[src/rtl/spi_tx_queue.sv]
// SPI transmit queue: 9-bit {dc,data} FIFO feeding an SPI serializer
// through a three-state launch handshake.
`timescale 1ns/1ps
module spi_tx_queue #(
   parameter int unsigned DEPTH = 16
) (
   input  logic                     clk_i,
   input  logic                     rst_i,
   input  logic [7:0]               data_i,
   input  logic                     dc_i,
   input  logic                     write_i,
   output logic                     full_o,
   output logic                     empty_o,
   output logic [$clog2(DEPTH):0]   count_o,
   output logic                     overflow_o,
   output logic                     idle_o,
   output logic [7:0]               spi_data_o,
   output logic                     spi_start_o,
   input  logic                     spi_busy_i,
   output logic                     dc_o
);

   localparam int unsigned AW = $clog2(DEPTH);
   localparam int unsigned CW = AW + 1;

   typedef enum logic [1:0] {
      IDLE   = 2'd0,
      LAUNCH = 2'd1,
      XFER   = 2'd2
   } state_e;

   state_e         state_q, state_d;
   logic [8:0]     mem_q [DEPTH];
   logic [AW-1:0]  wr_ptr_q, wr_ptr_d;
   logic [AW-1:0]  rd_ptr_q, rd_ptr_d;
   logic [CW-1:0]  count_q, count_d;
   logic           overflow_q, overflow_d;
   logic [7:0]     data_q, data_d;
   logic           dc_q, dc_d;
   logic           wr_en;
   logic           pop;
   logic [8:0]     head;

   assign full_o      = (count_q == CW'(DEPTH));
   assign empty_o     = (count_q == '0);
   assign count_o     = count_q;
   assign overflow_o  = overflow_q;
   assign spi_data_o  = data_q;
   assign dc_o        = dc_q;
   assign spi_start_o = (state_q == LAUNCH);
   assign idle_o      = (state_q == IDLE) & empty_o & ~spi_busy_i;

   // A full queue rejects writes even when a pop frees a slot this cycle.
   assign wr_en = write_i & ~full_o;
   assign head  = mem_q[rd_ptr_q];

   // Launch handshake: pop in IDLE, hold start until busy, wait for busy low.
   always_comb begin
      state_d = state_q;
      pop     = 1'b0;
      unique case (state_q)
         IDLE: begin
            if (!empty_o && !spi_busy_i) begin
               pop     = 1'b1;
               state_d = LAUNCH;
            end
         end
         LAUNCH: begin
            if (spi_busy_i) state_d = XFER;
         end
         XFER: begin
            if (!spi_busy_i) state_d = IDLE;
         end
         default: state_d = IDLE;
      endcase
   end

   // Pointer, occupancy, overflow and output-latch next state.
   always_comb begin
      wr_ptr_d   = wr_ptr_q;
      rd_ptr_d   = rd_ptr_q;
      count_d    = count_q;
      overflow_d = overflow_q;
      data_d     = data_q;
      dc_d       = dc_q;
      if (wr_en) wr_ptr_d = wr_ptr_q + AW'(1);
      if (pop) begin
         rd_ptr_d = rd_ptr_q + AW'(1);
         data_d   = head[7:0];
         dc_d     = head[8];
      end
      unique case ({wr_en, pop})
         2'b10:   count_d = count_q + CW'(1);
         2'b01:   count_d = count_q - CW'(1);
         default: count_d = count_q;
      endcase
      if (write_i && full_o) overflow_d = 1'b1;
   end

   // Storage array; reset only clears pointers, contents are don't-care.
   always_ff @(posedge clk_i) begin
      if (wr_en && !rst_i) mem_q[wr_ptr_q] <= {dc_i, data_i};
   end

   // Control state with synchronous reset taking priority over write/pop.
   always_ff @(posedge clk_i) begin
      if (rst_i) begin
         state_q    <= IDLE;
         wr_ptr_q   <= '0;
         rd_ptr_q   <= '0;
         count_q    <= '0;
         overflow_q <= 1'b0;
         data_q     <= 8'h00;
         dc_q       <= 1'b0;
      end else begin
         state_q    <= state_d;
         wr_ptr_q   <= wr_ptr_d;
         rd_ptr_q   <= rd_ptr_d;
         count_q    <= count_d;
         overflow_q <= overflow_d;
         data_q     <= data_d;
         dc_q       <= dc_d;
      end
   end

endmodule

[config.mk]
export PLATFORM = sky130hd
export DESIGN_NAME = spi_tx_queue
export DESIGN_NICKNAME = d
export VERILOG_FILES = /design/src/rtl/spi_tx_queue.sv
export SDC_FILE = /design/constraint.sdc
export NUM_CORES = 1
export LEC_CHECK = 0
export ABC_AREA = 1
export BUFFER_PORTS_ARGS = -buffer_cell sky130_fd_sc_hd__buf_4
export CAP_MARGIN = 20
export CORE_MARGIN = 3
export CORE_UTILIZATION = 35
export DETAILED_ROUTE_END_ITERATION = 10
export SYNTH_ARGS = -nofsm -noshare
export SYNTH_HDL_FRONTEND = slang
export SYNTH_SLANG_ARGS = --single-unit
[constraint.sdc]
create_clock -name clk_i -period 3.5 [get_ports clk_i]
set_input_delay 0.35 -clock clk_i [delete_from_list [all_inputs] [get_ports clk_i]]
set_output_delay 0.35 -clock clk_i [all_outputs]
set_load 0.03 [all_outputs]
* Word level (Yosys, flattened, before mapping)
Memory sizes are Yosys's and may differ from the RTL's. A register that Yosys moved wholly into a read port is not among the register bits.
Index checks and enable logic that the tools add are counted.
** Cells by class
- Add/subtract/negate cells :: 4
- $mul :: 0
- Div/mod/pow operators :: 0
- $lt $le $gt $ge :: 0
- Equal/unequal tests :: 8
- Shift-type cells :: 0
- Muxes and demuxes :: 9
- Bitwise gates (word level) :: 5
- Reduce and logical (&&, ||, !) cells :: 10
** Operators by type and width (number)
- $pmux 5 s2 :: 1
- $add 4x1->4 const B :: 2
- $mux 2 :: 3
- $pmux 2 s3 :: 1
- $add 5x1->5 const B :: 1
- $eq 5x5->1 const B :: 1
- $logic_not 5->1 :: 1
- $sub 5x1->5 const B :: 1
- $eq 2x1->1 const B :: 2
- $eq 2x2->1 const B :: 2
- $mux 1 :: 4
- $ne 2x1->1 const B :: 2
- $and 1x1->1 :: 3
- $logic_and 1x1->1 :: 3
- $logic_not 1->1 :: 3
- $reduce_and 3->1 :: 1
- $logic_not 2->1 :: 1
- $ne 2x2->1 const B :: 1
- $not 1->1 :: 2
- $reduce_bool 2->1 :: 1
** Word-level totals
- Register bits after elaboration :: 16
- Latch bits :: 0
- Bits in writable memories :: 144
- ROM bits :: 0
- Input port bits :: 13
- Output and inout bits :: 19
- Logic and storage cells :: 42
- Memories :: 1
** Memories
- mem_q :: words 16, width 9, read ports 1, clocked after Yosys merged registers in 1, wr ports 1, line 33 : logic [8:0] mem_q [DEPTH];

* Depth between registers and ports, before layout
- Depth in word-level cells :: 7
- Gate-level depth with buffers :: 17
- Gate-level depth less buffers :: 15

* Worst setup path before layout
No wires, ideal clock.
- Path kind :: register -> register
- Start :: register count_q[2], in the netlist count_o[2]
- End :: register count_q[4], in the netlist count_o[4]
- Setup time :: 124 ps
- Arrival time :: 2112 ps
- Required time :: 3376 ps
- Path slack :: 1264 ps
- Cell stages (with the launch flop) :: 18
- Buffers on the path :: 2
- Clock period less this slack :: 2236 ps
- Cell sequence :: dfxtp_1 -> nor2_2 -> nand4_2 -> nand2_4 -> inv_6 -> buf_6 -> ha_1 -> buf_2 -> xor2_1 -> ha_1 -> inv_1 -> nand2_1 -> nand3_1 -> nand2_1 -> nand2_1 -> nand2_1 -> nand2_1 -> a21oi_1
** Between the ends
- Cells in the longest elaborated chain, start to end :: 7
** RTL lines
- start, declared :: line 36 : logic [CW-1:0] count_q, count_d;
- start signal, assigned :: line 119 : count_q <= count_d;
- $logic_not 5->1 * :: line 45 : assign empty_o = (count_q == '0);
- $logic_not 1->1 * :: line 63 : if (!empty_o && !spi_busy_i) begin
- $logic_and 1x1->1 * :: line 63
- $mux 1 * :: line 63
- $mux 1 * :: line 61 : unique case (state_q)
- via pop :: line 41 : logic pop;
- $eq 2x1->1 or $eq 2x2->1 (tied branches) :: line 92 : unique case ({wr_en, pop})
- $pmux 5 s2 or $reduce_bool 2->1 (tied branches)
Mark *: on every way through the listed nets, which the timed path passes. The rest lies on a longest branch.
A chain may end at the register's enable or synchronous reset.

* Worst setup path in the final report
- Start :: register state_q[1]
- End :: register count_q[4], in the netlist count_o[4]
** Between the ends
- Cells in the longest elaborated chain, start to end :: 4
** RTL lines
- start, declared :: line 32 : state_e state_q, state_d;
- start signal, assigned :: line 116 : state_q <= state_d;
- $logic_not 2->1 * :: line 61
- $mux 1 * :: line 61
- $eq 2x1->1 or $eq 2x2->1 (tied branches) :: line 92
- $pmux 5 s2 or $reduce_bool 2->1 (tied branches)
Mark *: on every way between the ends. The rest lies on a longest branch, timed or not.

==> results.ini <==
[clocking]
cts_resized = 0
hold_buffers = 0
clock-root-buffer = clkbuf_16
cts_sinks = 169
cts_tree = yes
cts.htree.levels = 4
postCtsSetupRepairBufs = 0
clk_pin_slew_worst_paths_ns = 0.07
clk_latency_ns = 0.42
cts_buffers = 17
cts_buffer_depth = 2

[layout]
nFillCells = 2013
n_antenna_cell = 0
final_cell_mix = 213 x nand2_1, 144 x edfxtp_1, 112 x nand3_1
final_layout_size_suffix_gt1_share_pct = 12.60
final_common_cell = nand2_1
multi_input_area_mm2 = 0.002019
finish.utilization_pct = 40.99
final_nets = 794
regArea_mm2 = 0.004827
syn_to_final_growth_pct = 13.16

[detailed_routing]
ant_nets = 0
viasPerCell = 4.719
drt_wl_total_mm = 16.96
detail_route.wl_per_cell_um = 16.06
route.detailed.drc = 0
drt-initial-drc-count = 334
vias = 4983
dr.pass1.iters = 5

[die]
die_width_um = 152.1
io_pins = 32
rows = 52
die_h_um = 152.1
start_util_pct = 36.22
fp.coreArea_mm2 = 0.02062
die_area_mm2 = 0.02313

[synthesis]
syn-num-nets = 773
netlist-cell-type-count = 31
synthArstFlopShare_pct = 0
syn_area_mm2 = 0.007471
synth_top_area_share_pct = 57.88
synth_edf_count = 144
ys_ff_latch = 169
synth_flop_cell = edfxtp_1
syn-instance-count = 752
synth.avg_cell_area_um2 = 9.935
yosys.area.top_type = edfxtp_1
yosysSeqAreaShare_pct = 64.58
yosys_warnings = 0
synth_area_leaders = edfxtp_1 58%, nand2_1 11%, nand3_1 7.5%, dfxtp_1 6.7%, inv_1 5.1%

[worst_setup_path]
crit_slowest_cell = ha_1
cp_common_cell = nand2_1
start_kind = flip-flop
required_ns = 3.86
path_class = reg -> reg
critPathMaxStageDelay_ns = 0.33
cp-end-kind = flip-flop
worstPathCellList = or2_4, nor2_4, nand2_4, inv_6, ha_1, xor2_1, ha_1, inv_1, nand2_1, nand3_1, nand2_1, nand2_1, nand2_1, nand2_1, a21oi_1
path_buf_inv = 2
worstPathArrival_ns = 2.70
crit_family = simple AND/OR/NAND/NOR gates
crit_fanout = 23

[sta]
fin_crit_sh_pct = 66.83
setup_tns_ns = 0
worst_pin_slew_ns = 0.8391
whs_ns = 0.1951
rsz0062_at_grt = false
hold_viol = 0
post-route-min-period_ns = 2.339
fmaxAchievable_mhz = 427.5
skew_ns = 0.007987
slew_headroom_pct = 43.86
final-setup-viol-count = 0
drv_slew = 0

[grt]
grt_max_degree = 75
grt_pass1_vias = 4842
antenna_found_initial = 0
track_usage_pct = 15.04
grt-ovfl-total = 0
grt_pass1_wl_mm = 27.05

[run]
cap_violations = 0

[power]
power.total_mw = 5.992
ir_drop_mv = 0.3071
powerDensity_mw_per_mm2 = 708.8
leakagePower_nw = 3.501

[place]
place.gp.congestion = 0.8581
port_buffers = 31
place_hpwl_mm = 10.88

[hold_path]
hold_class = in -> reg

[status]
status = complete, no violations

## report_power, final
part / switching [mW] / internal [mW]
logic: 1.18 / 0.545
registers: 0.134 / 2.29
clock network: 0.787 / 1.05
## layer usage
| metal | wire (um) | part of all wire (%) | GRT usage (%) | up-vias |
|---|---|---|---|---|
| li1 | - | - | - | 2485 |
| met1 | 7922 | 47 | 19.99 | 2373 |
| met2 | 8035 | 47 | 24.41 | 104 |
| met3 | 694 | 4.1 | 3.157 | 21 |
| met4 | 312 | 1.8 | 5.608 | 0 |
| met5 | 0 | 0 | 0 | - |
## registers in the layout, indices dropped and copies added, names as in the netlist
name,count
mem_q,144
spi_data_o,8
count_o,5
rd_ptr_q,4
wr_ptr_q,4
state_q,2
dc_o,1
overflow_o,1
## synth_stat cells, types with 5 or more instances
cell type	instances
buf_4	9
ha_1	8
dfxtp_1	25
nand2_1	213
a21oi_1	13
o21ai_0	9
nand3_1	112
xor2_1	5
inv_1	102
nor2_2	15
edfxtp_1	144
o21ai_1	8
buf_2	16
inv_2	6
nor2_1	44
## metrics by stage
step	cell area (um^2)	std cells	setup WS, ns
floorplan	7471	752	1.264
global placement	7878	1024	1.198
detailed placement	7878	1024	1.180
CTS	8454	1056	1.146
global route	8454	1056	0.9333
finish	8454	1056	1.161
## cell families after synthesis
| family | Yosys count | synth area share, % |
|---|---|---|
| XOR/XNOR | 5 | 0.5861 |
| adder cells (fa/ha/maj) | 8 | 1.340 |
| buffers and inverters | 143 | 8.391 |
| AND/OR/NAND/NOR | 394 | 22.76 |
| AO/OA/AOI/OAI | 33 | 2.345 |
| flip-flops | 169 | 64.58 |
## tightest hold or removal path, cell delays in order
cell and delay, ns:
buf_4 0.10, a21oi_1 0.06, nor2_1 0.08
## final cells by class
type	instances	area share, %
Clock buffer	17	5.032
Clock inverter	15	1.791
Inverter	110	4.943
Multi-Input combinational cell	440	23.89
Sequential cell	169	57.10
Tap cell	270	3.996
Timing Repair Buffer	35	3.256
## path summary, 6_finish.rpt
kind               from  cells past startpoint  slack [ns]    endpoint
max reg2reg  state_q[1]                     15        1.16  count_o[4]
min             write_i                      3        0.20  overflow_o
max          state_q[1]                     15        1.16  count_o[4]
min reg2reg  state_q[1]                      1        0.46  state_q[1]
No activity file was read; power rests on OpenSTA's default activity.
